### config.mk
export PLATFORM = sky130hd
export DESIGN_NAME = jtopl_eg_mslot
export DESIGN_NICKNAME = d
export VERILOG_FILES = /design/src/rtl/jtopl_eg_mslot.sv
export SDC_FILE = /design/constraint.sdc
export NUM_CORES = 1
export LEC_CHECK = 0
export BUFFER_PORTS_ARGS = -buffer_cell sky130_fd_sc_hd__buf_2
export CAP_MARGIN = 5
export CORE_UTILIZATION = 55
export DETAILED_ROUTE_END_ITERATION = 8
export PLACE_DENSITY_LB_ADDON = 0.3
export SYNTH_ARGS = -nofsm -noshare
export SYNTH_HDL_FRONTEND = slang
export SYNTH_SLANG_ARGS = --single-unit
export TNS_END_PERCENT = 5
### constraint.sdc
create_clock -name clk -period 9.8 [get_ports clk]
set_clock_uncertainty 0.15 [all_clocks]
set_input_delay 0.98 -clock clk [delete_from_list [all_inputs] [get_ports clk]]
set_output_delay 0.98 -clock clk [all_outputs]
set_load 0.01 [all_outputs]
### src/rtl/jtopl_eg_mslot.sv
// Time-multiplexed ADSR envelope generator: one operator slot is evaluated per cen pulse,
// with per-slot attenuation/state memories and a shared global envelope counter.
module jtopl_eg_mslot #(
    parameter int SLOTS = 18,
    parameter int EGW   = 10,
    parameter int CNTW  = 15,
    localparam int SW   = $clog2(SLOTS)
) (
    input  logic           clk,
    input  logic           rst_n,
    input  logic           cen,
    input  logic           eg_stop,
    input  logic           all_off,
    input  logic           keyon,
    input  logic           en_sus,
    input  logic [3:0]     arate,
    input  logic [3:0]     drate,
    input  logic [3:0]     rrate,
    input  logic [3:0]     sl,
    input  logic           ksr,
    input  logic [3:0]     keycode,
    input  logic [5:0]     tl,
    input  logic [3:0]     am,
    input  logic           amsen,
    output logic [SW-1:0]  slot,
    output logic           zero,
    output logic [SW-1:0]  out_slot,
    output logic [EGW-1:0] eg_out,
    output logic           pg_rst,
    output logic [1:0]     state_out
);

    typedef enum logic [1:0] {
        ATTACK  = 2'd0,
        DECAY   = 2'd1,
        SUSTAIN = 2'd2,
        RELEASE = 2'd3
    } eg_state_t;

    logic [EGW-1:0]  eg_mem [SLOTS];
    eg_state_t       st_mem [SLOTS];
    logic [SLOTS-1:0] kon_last;
    logic [SW-1:0]   slot_r;
    logic [CNTW-1:0] eg_cnt;

    logic [EGW-1:0]  cur_eg, nxt_eg, out_eg, sl_level, eg_sat;
    eg_state_t       cur_st, nxt_st, out_st;
    logic            cur_kon, nxt_pg, out_pg;
    logic [3:0]      hi_a, hi_d, hi_r;
    logic [EGW+1:0]  out_sum;

    // Upper nibble of the key-scaled effective rate, clamped to 63.
    function automatic logic [3:0] rate_hi(input logic [3:0] rate, input logic ksr_i,
                                           input logic [3:0] kc);
        logic [3:0] ks;
        logic [6:0] eff;
        ks  = ksr_i ? kc : {2'b00, kc[3:2]};
        eff = {1'b0, rate, 2'b00} + {3'b000, ks};
        if (rate == 4'd0) return 4'd0;
        if (eff > 7'd63) return 4'd15;
        return 4'(eff >> 2);
    endfunction

    function automatic logic step_ok(input logic [3:0] hi, input logic [CNTW-1:0] cnt);
        logic [CNTW-1:0] mask;
        mask = (CNTW'(1) << (4'd13 - hi)) - CNTW'(1);
        if (hi == 4'd0) return 1'b0;
        if (hi >= 4'd13) return 1'b1;
        return (cnt & mask) == '0;
    endfunction

    function automatic logic [EGW-1:0] sat_add(input logic [EGW-1:0] eg, input logic [3:0] hi);
        logic [EGW:0]   s;
        logic [EGW-1:0] inc;
        inc = (hi >= 4'd13) ? (EGW'(1) << (hi - 4'd12)) : EGW'(1);
        s   = {1'b0, eg} + {1'b0, inc};
        return s[EGW] ? '1 : s[EGW-1:0];
    endfunction

    function automatic logic [EGW-1:0] att_step(input logic [EGW-1:0] eg, input logic [3:0] hi);
        logic [1:0]     sh;
        logic [EGW-1:0] dec;
        sh  = (hi >= 4'd13) ? 2'(4'd15 - hi) : 2'd3;
        dec = (eg >> sh) + EGW'(1);
        return (eg >= dec) ? (eg - dec) : '0;
    endfunction

    assign slot     = slot_r;
    assign zero     = (slot_r == SW'(SLOTS - 1));
    assign sl_level = (sl == 4'hF) ? '1 : {sl, {(EGW-4){1'b0}}};

    // Next per-slot state: all_off beats key edges, key edges beat rate-driven steps.
    always_comb begin
        cur_eg  = eg_mem[slot_r];
        cur_st  = st_mem[slot_r];
        cur_kon = kon_last[slot_r];
        hi_a    = rate_hi(arate, ksr, keycode);
        hi_d    = rate_hi(drate, ksr, keycode);
        hi_r    = rate_hi(rrate, ksr, keycode);
        nxt_eg  = cur_eg;
        nxt_st  = cur_st;
        nxt_pg  = 1'b0;
        if (all_off) begin
            nxt_st = RELEASE;
        end else if (keyon && !cur_kon) begin
            nxt_pg = 1'b1;
            if (hi_a == 4'd15) begin
                nxt_eg = '0;
                nxt_st = DECAY;
            end else begin
                nxt_st = ATTACK;
            end
        end else if (!keyon && cur_kon) begin
            nxt_st = RELEASE;
        end else begin
            case (cur_st)
                ATTACK: begin
                    if (hi_a == 4'd15) nxt_eg = '0;
                    else if (step_ok(hi_a, eg_cnt)) nxt_eg = att_step(cur_eg, hi_a);
                    if (nxt_eg == '0) nxt_st = DECAY;
                end
                DECAY: begin
                    if (step_ok(hi_d, eg_cnt)) nxt_eg = sat_add(cur_eg, hi_d);
                    if (nxt_eg >= sl_level) nxt_st = SUSTAIN;
                end
                SUSTAIN: begin
                    if (!en_sus && step_ok(hi_r, eg_cnt)) nxt_eg = sat_add(cur_eg, hi_r);
                end
                default: begin
                    if (step_ok(hi_r, eg_cnt)) nxt_eg = sat_add(cur_eg, hi_r);
                end
            endcase
        end
    end

    // While frozen, outputs still report the stored slot contents.
    always_comb begin
        out_eg  = eg_stop ? cur_eg : nxt_eg;
        out_st  = eg_stop ? cur_st : nxt_st;
        out_pg  = eg_stop ? 1'b0   : nxt_pg;
        out_sum = {2'b00, out_eg} + ((EGW+2)'(tl) << (EGW - 7))
                + (amsen ? ((EGW+2)'(am) << (EGW - 9)) : '0);
        eg_sat  = (|out_sum[EGW+1:EGW]) ? '1 : out_sum[EGW-1:0];
    end

    always_ff @(posedge clk or negedge rst_n) begin
        if (!rst_n) begin
            for (int i = 0; i < SLOTS; i++) begin
                eg_mem[i] <= '1;
                st_mem[i] <= RELEASE;
            end
            kon_last  <= '0;
            slot_r    <= '0;
            eg_cnt    <= '0;
            eg_out    <= '1;
            pg_rst    <= 1'b0;
            out_slot  <= '0;
            state_out <= 2'd3;
        end else if (cen) begin
            if (!eg_stop) begin
                eg_mem[slot_r]   <= nxt_eg;
                st_mem[slot_r]   <= nxt_st;
                kon_last[slot_r] <= keyon;
                if (zero) eg_cnt <= eg_cnt + CNTW'(1);
            end
            eg_out    <= eg_sat;
            pg_rst    <= out_pg;
            out_slot  <= slot_r;
            state_out <= out_st;
            slot_r    <= zero ? '0 : slot_r + SW'(1);
        end
    end

endmodule

==> results.cfg, run 1 <==
[floorplanning]
initial_core_util_pct = 55.8
die_x_um = 186
die_h_um = 186
top_level_ports = 63
core_area_mm2 = 0.0334
rows = 67
dieArea_mm2 = 0.0346

[logic_synthesis]
async_flop_share_pct = 100
synth_edf_count = 0
synth_seq_area_share_pct = 38.0
ys_seq_elements = 272
synth_area_per_cell_um2 = 9.74
synth_cell_type_count = 99
syn_nets = 2041
synthTopCellsByArea = dfstp_2, mux4_2, mux2_2, dfrtp_1, ha_1
ys_top_cells_by_count = dfstp_2, nor2_1, nand2_1, a21oi_1, mux2_2
yosysWarnings = 0
synth_top_area_share_pct = 32.1
synthFlopType = dfstp_2
syn_inst = 1915
synth_top_cell_by_area = dfstp_2
synth.cell_area_mm2 = 0.0186

[layout]
post-route-cell-area_mm2 = 0.0206
diodes = 0
nets = 2078
syn_to_final_growth_pct = 10.3
regArea_mm2 = 0.00710
drive_gt1_share_pct = 31.6
multi_input_area_mm2 = 0.0108
fill_cells = 2756

[global_route]
overflow = 0
antenna_found_initial = 0
grt_pass1_wl_um = 81500
grt_max_degree = 112
gr-usage-all-layers_pct = 29.9
grt_pass1_vias = 15200

[pwr]
powerDensity_mw_per_mm2 = 372
p_leak_nw = 8.39
power_mw = 7.64
vdd_drop_max_mv = 0.252

[detailed_routing]
drc = 0
vias = 15600
drt_iter0_drc = 1397
drt_pass1_iterations = 7
routed_wl_um = 51000
viasPerCell = 6.42
ant_nets = 0
wl_per_cell_um = 21.0

[clocking]
cts_setup_buffers = 0
path_clk_slew_ns = 0.06
clk-insertion-delay-late_ns = 0.57
clockRootBuffer = clkbuf_16
clockBufferDepth = 3
cts_buffers = 29
cts.sinks = 272
h-tree-depth = 1
cts_tree = built

[timing]
hold_viol_final = 0
rsz0062_at_grt = false
final.setup.tns_ns = 0
fmax_ghz = 0.110
worst_pin_slew_ns = 1.26
min_period_ns = 9.08
period_share_pct = 92.6
setup_viol = 0
finalMaxSlewViolations = 0
fin_ws_ns = 0.723
slew_headroom_pct = 16.1

[status]
status = finished clean

[worst_hold_path]
hold_class = input port to asynchronous set/reset pin

[setup_path]
crit_family = compound AO/OA/AOI/OAI gates
start_kind = input port
critical_path_class = input port to register
slowest_delay_ns = 0.52
crit_top_cell = ha_1
cp_max_fo = 14
cp-end-kind = register
cp_num_buf_inv = 2
arrival_ns = 9.42
cp.required_ns = 10.15
slowest_stage = fa_1

[place]
hpwl_um = 36000
io_buffers = 60
dpl_cell_area_mm2 = 0.0195
post-place-ws_ns = 0.165
place.gp.congestion = 1.01

[run]
max-cap-violations = 0
-- worst register-to-register path, delay by kind of cell (launching register included) --
family,cells,cell delay (ns)
AOI/OAI and AO/OA,10,3.10
xor gates and xnor gates,1,0.21
adders and majority gates,4,1.22
buffers and inverters,3,0.81
DFF,1,0.74
muxes,4,1.37
and+or+nand+nor,7,0.86
-- cell families (layout without fill, tap and decap cells) --
family	after synthesis	in the layout	share of synthesized area, %
compound gates	492	492	18.0
xor+xnor	53	53	2.53
fa+ha+maj	87	87	6.08
buf+inv	191	251	4.35
flops	272	272	38.0
mux	206	206	15.6
simple gates	614	614	15.5
-- worst paths after layout --
path | start | end | slack, ns | cells after the start
worst max-delay path | ksr | eg_out[0] | 0.72 | 41
worst min-delay path | rst_n | eg_cnt[11] | 0.26 | 1
worst max register to register | slot[0] | eg_out[0] | 1.25 | 29
worst min register to register | eg_mem[12] | eg_mem[12] | 0.33 | 2
max in group asynchronous | rst_n | slot[0] | 7.53 | 2
min in group clk | eg_mem[12] | eg_mem[12] | 0.33 | 2
-- registers in the layout, indices dropped and copies added, names as in the netlist --
register,flops
eg_out,10
pg_rst,1
state_out,2
st_mem,36
kon_last,18
eg_cnt,15
eg_mem,180
slot,5
out_slot,5
-- layout make-up --
class                   count  area share (%)
clock buffers              40            4.08
clock inverters            14           0.845
inverters                  67            1.22
multi-input cells        1452            52.5
flip-flops and latches    272            34.5
well taps                 448            2.72
repair buffers            130            4.12
-- repair_timing --
item / in CTS / in global routing
hold buffers: 0 / 0
endpoints found under the hold margin: 0 / 0
gates resized for setup: 0 / 2
endpoints found under the setup margin: 0 / 1
-- per-layer routing --
layer / global-route usage, % / routed length (um)
met1: 42.4 / 22200
met2: 47.1 / 23400
met3: 4.48 / 3960
met4: 9.61 / 1490
met5: 0 / 0
-- per-stage QoR --
stage	utilization [%]	cells	hold WS, ns
final	61.5	2423	0.259
after global routing	61.5	2423	0.343
after CTS	61.5	2423	0.324
after detailed placement	58.4	2369	0.313
after global placement	58.4	2369	0.305
after floorplan	-	1915	0.291
-- placed cells by master, fill, tap and decap left out, types with 7 or more instances in the layout --
master	Yosys	routed
o221ai_1	9	9
a211oi_1	8	7
ha_1	81	81
a31oi_1	83	82
dfrtp_1	44	42
and3_1	13	13
o21a_1	14	14
nand2b_1	19	19
clkbuf_16	0	30
nand2_1	155	155
nor4_1	13	12
nor3_2	1	7
inv_1	65	65
nand4_1	14	14
o31ai_1	12	12
mux2_2	100	100
mux2_4	10	10
xor2_1	14	14
buf_4	9	69
or3_1	7	7
o21ai_0	85	85
a21o_1	17	17
xnor2_1	38	38
a22oi_1	16	16
o22a_1	11	11
o211ai_1	9	9
nor3_1	33	27
mux2i_1	43	43
nand3_1	49	49
a21oi_1	118	118
nor2_1	228	228
o22ai_1	11	11
nor2b_1	19	19
buf_2	18	59
mux4_2	53	53
and2_1	14	14
dfstp_2	228	228
nand3b_1	10	10
-- report_power, final --
part | total (mW) | internal, mW | switching [mW]
clock network | 1.15 | 0.681 | 0.470
registers | 2.05 | 1.80 | 0.253
logic | 4.44 | 1.73 | 2.71
total | 7.64 | 4.21 | 3.43
No activity file was read; power rests on OpenSTA's default activity.
==> run 2: changes to the inputs <==
ABC_AREA = 1   (was default)
==> run 2 against run 1 <==
  * Clock power shrank 3%
  * Sequential power is essentially flat
  * Worst hold slack better by 0.056 ns
  * Sequential share of layout area up 0.50 points
  * Register-to-register slack worse by 0.31 ns
  * Area after synthesis fell by 0.21%
  * First-iteration DRC count is 51% higher
  * Non-clock buffer count shrank 23
  * Critical endpoint unchanged
  * Highest routed layer unchanged
==> results.cfg, run 2 <==
[clocking]
cts_buffers = 28
ctsHoldBuffers = 0
post_cts_resized = 0
clockBufferDepth = 3
path_clk_slew_ns = 0.06
cts_setup_buffers = 0
clockRootBuffer = clkbuf_16
clk-insertion-delay-late_ns = 0.55
cts.sinks = 272
cts_tree = built
h-tree-depth = 1

[timing]
period_share_pct = 90.6
fin_ws_ns = 0.918
finalMaxSlewViolations = 0
setup_viol = 0
slew_headroom_pct = 30.5
final.setup.tns_ns = 0
worst_pin_slew_ns = 1.04
fmax_ghz = 0.113
min_period_ns = 8.88
rsz0062_at_grt = false
hold_viol_final = 0

[layout]
nets = 2840
final_cell_mix = nand2_1, nor2_1, dfstp_2
fin_cells = 3179
drive_gt1_share_pct = 17.4
largest_register_ffs = 180
regMostFlops = eg_mem
regArea_mm2 = 0.00710
multi_input_area_mm2 = 0.0101
reg_top3 = eg_mem: 180 flops, st_mem: 36 flops, kon_last: 18 flops
fill_cells = 3074
final_common_cell = nand2_1
syn_to_final_growth_pct = 8.98

[logic_synthesis]
synth_seq_area_share_pct = 38.1
ys_top_cells_by_count = nand2_1, nor2_1, dfstp_2, inv_1, o21ai_0
synth-compound-area-share_pct = 14.1
synth_edf_count = 0
yosys.area_share.simple_pct = 32.5
synth.area.mux_share_pct = 0
synth_top_cell_by_area = dfstp_2
synth.cell_area_mm2 = 0.0186
syn_nets = 2816
synth_top_family_by_area = simple AND/OR/NAND/NOR gates
yosysWarnings = 0
synth_cell_type_count = 50
synthFlopType = dfstp_2
syn_inst = 2690
synth_top_area_share_pct = 32.2
synthTopCellsByArea = dfstp_2, nand2_1, o21ai_0, dfrtp_1, ha_1
async_flop_share_pct = 100
synthXorXnorAreaFrac_pct = 1.32
ys_seq_elements = 272
synth_area_per_cell_um2 = 6.92
synth_fa_ha_area_share_pct = 6.09
synth.most_common_cell = nand2_1

[setup_path]
arrival_ns = 9.20
r2r-start = slot[1]
crit_top_cell = nand2_1
cp_max_fo = 10
slowest_stage = fa_1
cp-end-kind = register
r2r_slack_ns = 0.94
start_kind = input port
slowest_delay_ns = 0.46
timing.rr.end = eg_out[0]
critical_path_class = input port to register
cp.required_ns = 10.12
r2r_cells = 49

[worst_hold_path]
hold_path_depth = 2
hold_class = register to register
holdPathEnd = eg_mem[41]
hold_start = eg_mem[41]

[place]
dp_cells = 3126
io_buffers = 60
place.gp.congestion = 0.937
hpwl_um = 38500
post-place-ws_ns = 0.404

[detailed_routing]
wl_per_cell_um = 17.7
drc = 0
viasPerCell = 5.72
drt_iter0_drc = 2109
routed_wl_um = 56200
drt_pass1_iterations = 7
ant_nets = 0
vias = 18200

[floorplanning]
top_level_ports = 63
initial_core_util_pct = 56.5
rows = 66
core_area_mm2 = 0.0329
die_x_um = 186
die_h_um = 186
dieArea_mm2 = 0.0346

[pwr]
vdd_drop_max_mv = 0.211
p_leak_nw = 9.99
powerDensity_mw_per_mm2 = 338

[status]
status = finished clean

[global_route]
overflow = 0
grt_max_degree = 139
antenna_found_initial = 1
grt_pass1_wl_um = 89800
gr-usage-all-layers_pct = 33.1
grt_pass1_vias = 17000

[run]
max-cap-violations = 0
-- run 2: changes by cell type after synthesis, moves of 37 or more --
| cell | previous run | this run |
|---|---|---|
| nand2_2 | 0 | 40 |
| o21ai_0 | 85 | 221 |
| mux2i_1 | 43 | 0 |
| o22ai_1 | 11 | 48 |
| nand3_1 | 49 | 131 |
| nand2_1 | 155 | 957 |
| mux4_2 | 53 | 0 |
| inv_1 | 65 | 222 |
| mux2_2 | 100 | 0 |
| a31oi_1 | 83 | 20 |
-- run 2: routing by layer --
| metal | vias to the layer above | track usage, % | wire [um] |
|---|---|---|---|
| met1 | 8496 | 47.5 | 24900 |
| li1 | 8728 | - | - |
| met2 | 859 | 50.2 | 23900 |
| met3 | 103 | 6.20 | 5800 |
| met5 | - | 0 | 0 |
| met4 | 0 | 10.6 | 1720 |
-- run 2: area by class of cell --
| class | count | share of cell area (%) |
|---|---|---|
| inverter | 242 | 4.50 |
| clock inverter | 12 | 0.592 |
| antenna | 1 | 0.0123 |
| multi-input combinational | 2063 | 49.6 |
| sequential | 272 | 35.0 |
| tap | 442 | 2.73 |
| clock buffer | 40 | 4.13 |
| timing repair buffer | 107 | 3.39 |
-- run 2: worst max-delay path by stage --
stage / slack, ns / cells after the start / endpoint / startpoint
global route: 0.04 / 56 / eg_out[0] / ksr
finish: 0.92 / 55 / eg_out[0] / ksr
global placement: 0.73 / 55 / eg_out[9] / ksr
CTS: 0.95 / 55 / eg_out[0] / ksr
detailed placement: 0.40 / 55 / eg_out[0] / ksr
floorplan: 1.79 / 55 / eg_out[0] / keycode[2]
-- run 2: cell families after synthesis --
logic type               after synthesis
flip-flops                           272
buffers and inverters                355
XOR/XNOR                              28
adder cells (fa/ha/maj)               87
AND/OR/NAND/NOR                     1469
AO/OA/AOI/OAI                        479
-- run 2: critical path: cells and delay by family --
kind,cells,cell delay (ns)
AO/OA/AOI/OAI,15,2.29
AND/OR/NAND/NOR,24,2.56
adder cells (fa/ha/maj),7,2.02
buffers and inverters,8,1.14
XOR/XNOR,1,0.19
-- run 2: where the power goes --
part | internal (mW) | switching, mW | total (mW)
Sequential | 1.79 | 0.239 | 2.03
Clock | 0.648 | 0.460 | 1.11
Combinational | 1.20 | 2.53 | 3.73
-- run 2: stage by stage --
stage	cell area, um^2	util (%)	hold slack (ns)	power [mW]
after CTS	20300	61.5	0.317	6.77
after global routing	20300	61.5	0.323	7.38
after global placement	19300	58.6	0.301	5.56
after floorplan	18600	-	0.296	4.53
after detailed placement	19300	58.6	0.305	5.64
final	20300	61.5	0.315	6.86
==> run 3: changes to the inputs <==
HOLD_SLACK_MARGIN = 0.12   (was default)
clock period = 7.2 ns   (was 9.8 ns; I/O delays follow)
==> run 3 against run 2 <==
  * Power is 51% higher
  * Cell area grew 9.3%
  * Global-route usage up 1.1 points
  * Worst hold slack lost 0.25 ns
  * Routed wire length rose by 4.9%
  * Utilization up 5.7 points
  * Non-clock buffer count increased by 170
  * Sequential share of layout area decreased by 3.0 points
  * Cell count grew 5.3%
  * Critical path depth down 10
  * Die area unchanged
  * Critical path type is now register to register
  * Critical endpoint is now eg_out[1]
  * Largest cell class unchanged
  * Highest routed layer unchanged
==> results.cfg, run 3 (synthesis results as in run 2) <==
[status]
status = finished clean

[setup_path]
cp.required_ns = 7.54
crit_top_cell = nand2_1
slowest_delay_ns = 0.55
start_kind = register
arrival_ns = 7.38
slowest_stage = dfrtp_4
crit_family = simple AND/OR/NAND/NOR gates
cp_num_buf_inv = 5
cp-end-kind = register
critical_path_class = register to register
cp_max_fo = 12

[detailed_routing]
drc = 0
drt_iter0_drc = 1916
ant_nets = 0
wl_per_cell_um = 17.6
routed_wl_um = 59000
drt_pass1_iterations = 8
vias = 19200
viasPerCell = 5.72

[layout]
syn_to_final_growth_pct = 19.1
post-route-util_pct = 67.3
largest_register_ffs = 180
drive_gt1_share_pct = 25.1
fin_cells = 3349
regMostFlops = eg_mem
final_common_cell = nand2_1
reg_top3 = eg_mem: 180 flops, st_mem: 36 flops, kon_last: 18 flops
nets = 3010
final_cell_mix = nand2_1, nor2_1, dfstp_2

[global_route]
gr-usage-all-layers_pct = 34.2
grt_max_degree = 146
grt_pass1_vias = 17900
antenna_found_initial = 1
grt_pass1_wl_um = 92800
overflow = 0

[clocking]
clk-insertion-delay-late_ns = 0.57
h-tree-depth = 1
cts.sinks = 272
cts_tree = built
clockBufferDepth = 3
path_clk_slew_ns = 0.07
cts_buffers = 28
clockRootBuffer = clkbuf_16
ctsHoldBuffers = 0

[place]
dp_cells = 3282
place.gp.congestion = 0.946
post-place-ws_ns = -0.571
io_buffers = 60
hpwl_um = 41100

[pwr]
p_leak_nw = 10.9
powerDensity_mw_per_mm2 = 467
vdd_drop_max_mv = 0.411

[timing]
setup_viol = 0
period_share_pct = 97.8
min_period_ns = 7.04
hold_viol_final = 0
slew_headroom_pct = 28.0
rsz0062_at_grt = true
finalMaxSlewViolations = 0
worst_pin_slew_ns = 1.08
fmax_ghz = 0.142
fin_ws_ns = 0.158

[floorplanning]
dieArea_mm2 = 0.0346
core_area_mm2 = 0.0329
die_h_um = 186
die_x_um = 186
initial_core_util_pct = 56.5
top_level_ports = 63
rows = 66

[run]
max-cap-violations = 0

[worst_hold_path]
hold_class = input port to asynchronous set/reset pin
-- run 3: changes by cell type in the layout (fill, tap and decap cells not counted), moves of 7 or more --
cell     before  now
nor2_2        6   13
o21ai_1      17   30
ha_1         81   74
buf_4        45  205
nand3_1     131  121
nand2_1     956  946
o21ai_0     221  205
buf_12        2   10
a21oi_2       1   15
a21oi_1     124  110
inv_1       222  214
nand3_2       4   12
nor2_1      243  229
nor2_4        0    7
-- run 3: stage by stage --
step | hold WS [ns] | area, um^2 | setup TNS [ns] | power, mW
final | 0.0600 | 22200 | 0 | 10.4
after global routing | 0.155 | 22200 | -2.01 | 11.0
after CTS | 0.130 | 21700 | 0 | 9.94
after detailed placement | 0.305 | 20700 | -5.48 | 8.35
after global placement | 0.302 | 20700 | -2.87 | 8.16
after floorplan | 0.274 | 18700 | -0.408 | 6.21
-- run 3: path summary, 6_finish.rpt --
| check | startpoint | end | slack [ns] | cells past startpoint |
|---|---|---|---|---|
| setup reg to reg | slot[0] | eg_out[1] | 0.16 | 45 |
| hold / removal | rst_n | eg_cnt[8] | 0.06 | 1 |
| setup / recovery | slot[0] | eg_out[1] | 0.16 | 45 |
| max in group asynchronous | rst_n | kon_last[5] | 5.51 | 2 |
| hold reg to reg | eg_mem[142] | eg_mem[142] | 0.32 | 2 |
| min in group clk | eg_mem[142] | eg_mem[142] | 0.32 | 2 |
-- run 3: layout make-up --
type / instances / area (um^2)
multi-input cells: 2063 / 10500
fillers: 2796 / 10800
repair buffers: 277 / 2110
inverters: 242 / 922
well taps: 442 / 553
clock buffers: 40 / 837
flip-flops and latches: 272 / 7100
clock inverters: 12 / 145
diodes: 1 / 2.50
-- run 3: worst reg2reg max path, delay by kind of cell (launching register included) --
kind                       cells  cell delay [ns]
DFF                            1             0.55
adders and majority gates      4             1.42
AOI/OAI and AO/OA             14             1.97
and+or+nand+nor               21             2.08
xor gates and xnor gates       1             0.18
buffers and inverters          5             0.63
-- run 3: layer usage --
layer  track usage (%)  up-vias  wire length, um
met5                 0        -                0
met4              10.3        0             1990
li1                  -     9078                -
met3              5.17      149             5450
met1              47.6     9080            25100
met2              54.8      866            26500
-- run 3: power by group --
group          switching (mW)  internal, mW
sequential              0.321          2.44
clock                   0.631         0.916
combinational            3.78          2.27
total                    4.73          5.62
-- run 3: what timing repair did --
action / CTS / global route
gates cloned: 0 / 1
pin swaps: 0 / 49
gates resized for setup: 5 / 99
endpoints found under the setup margin: 10 / 20
setup buffers: 0 / 13
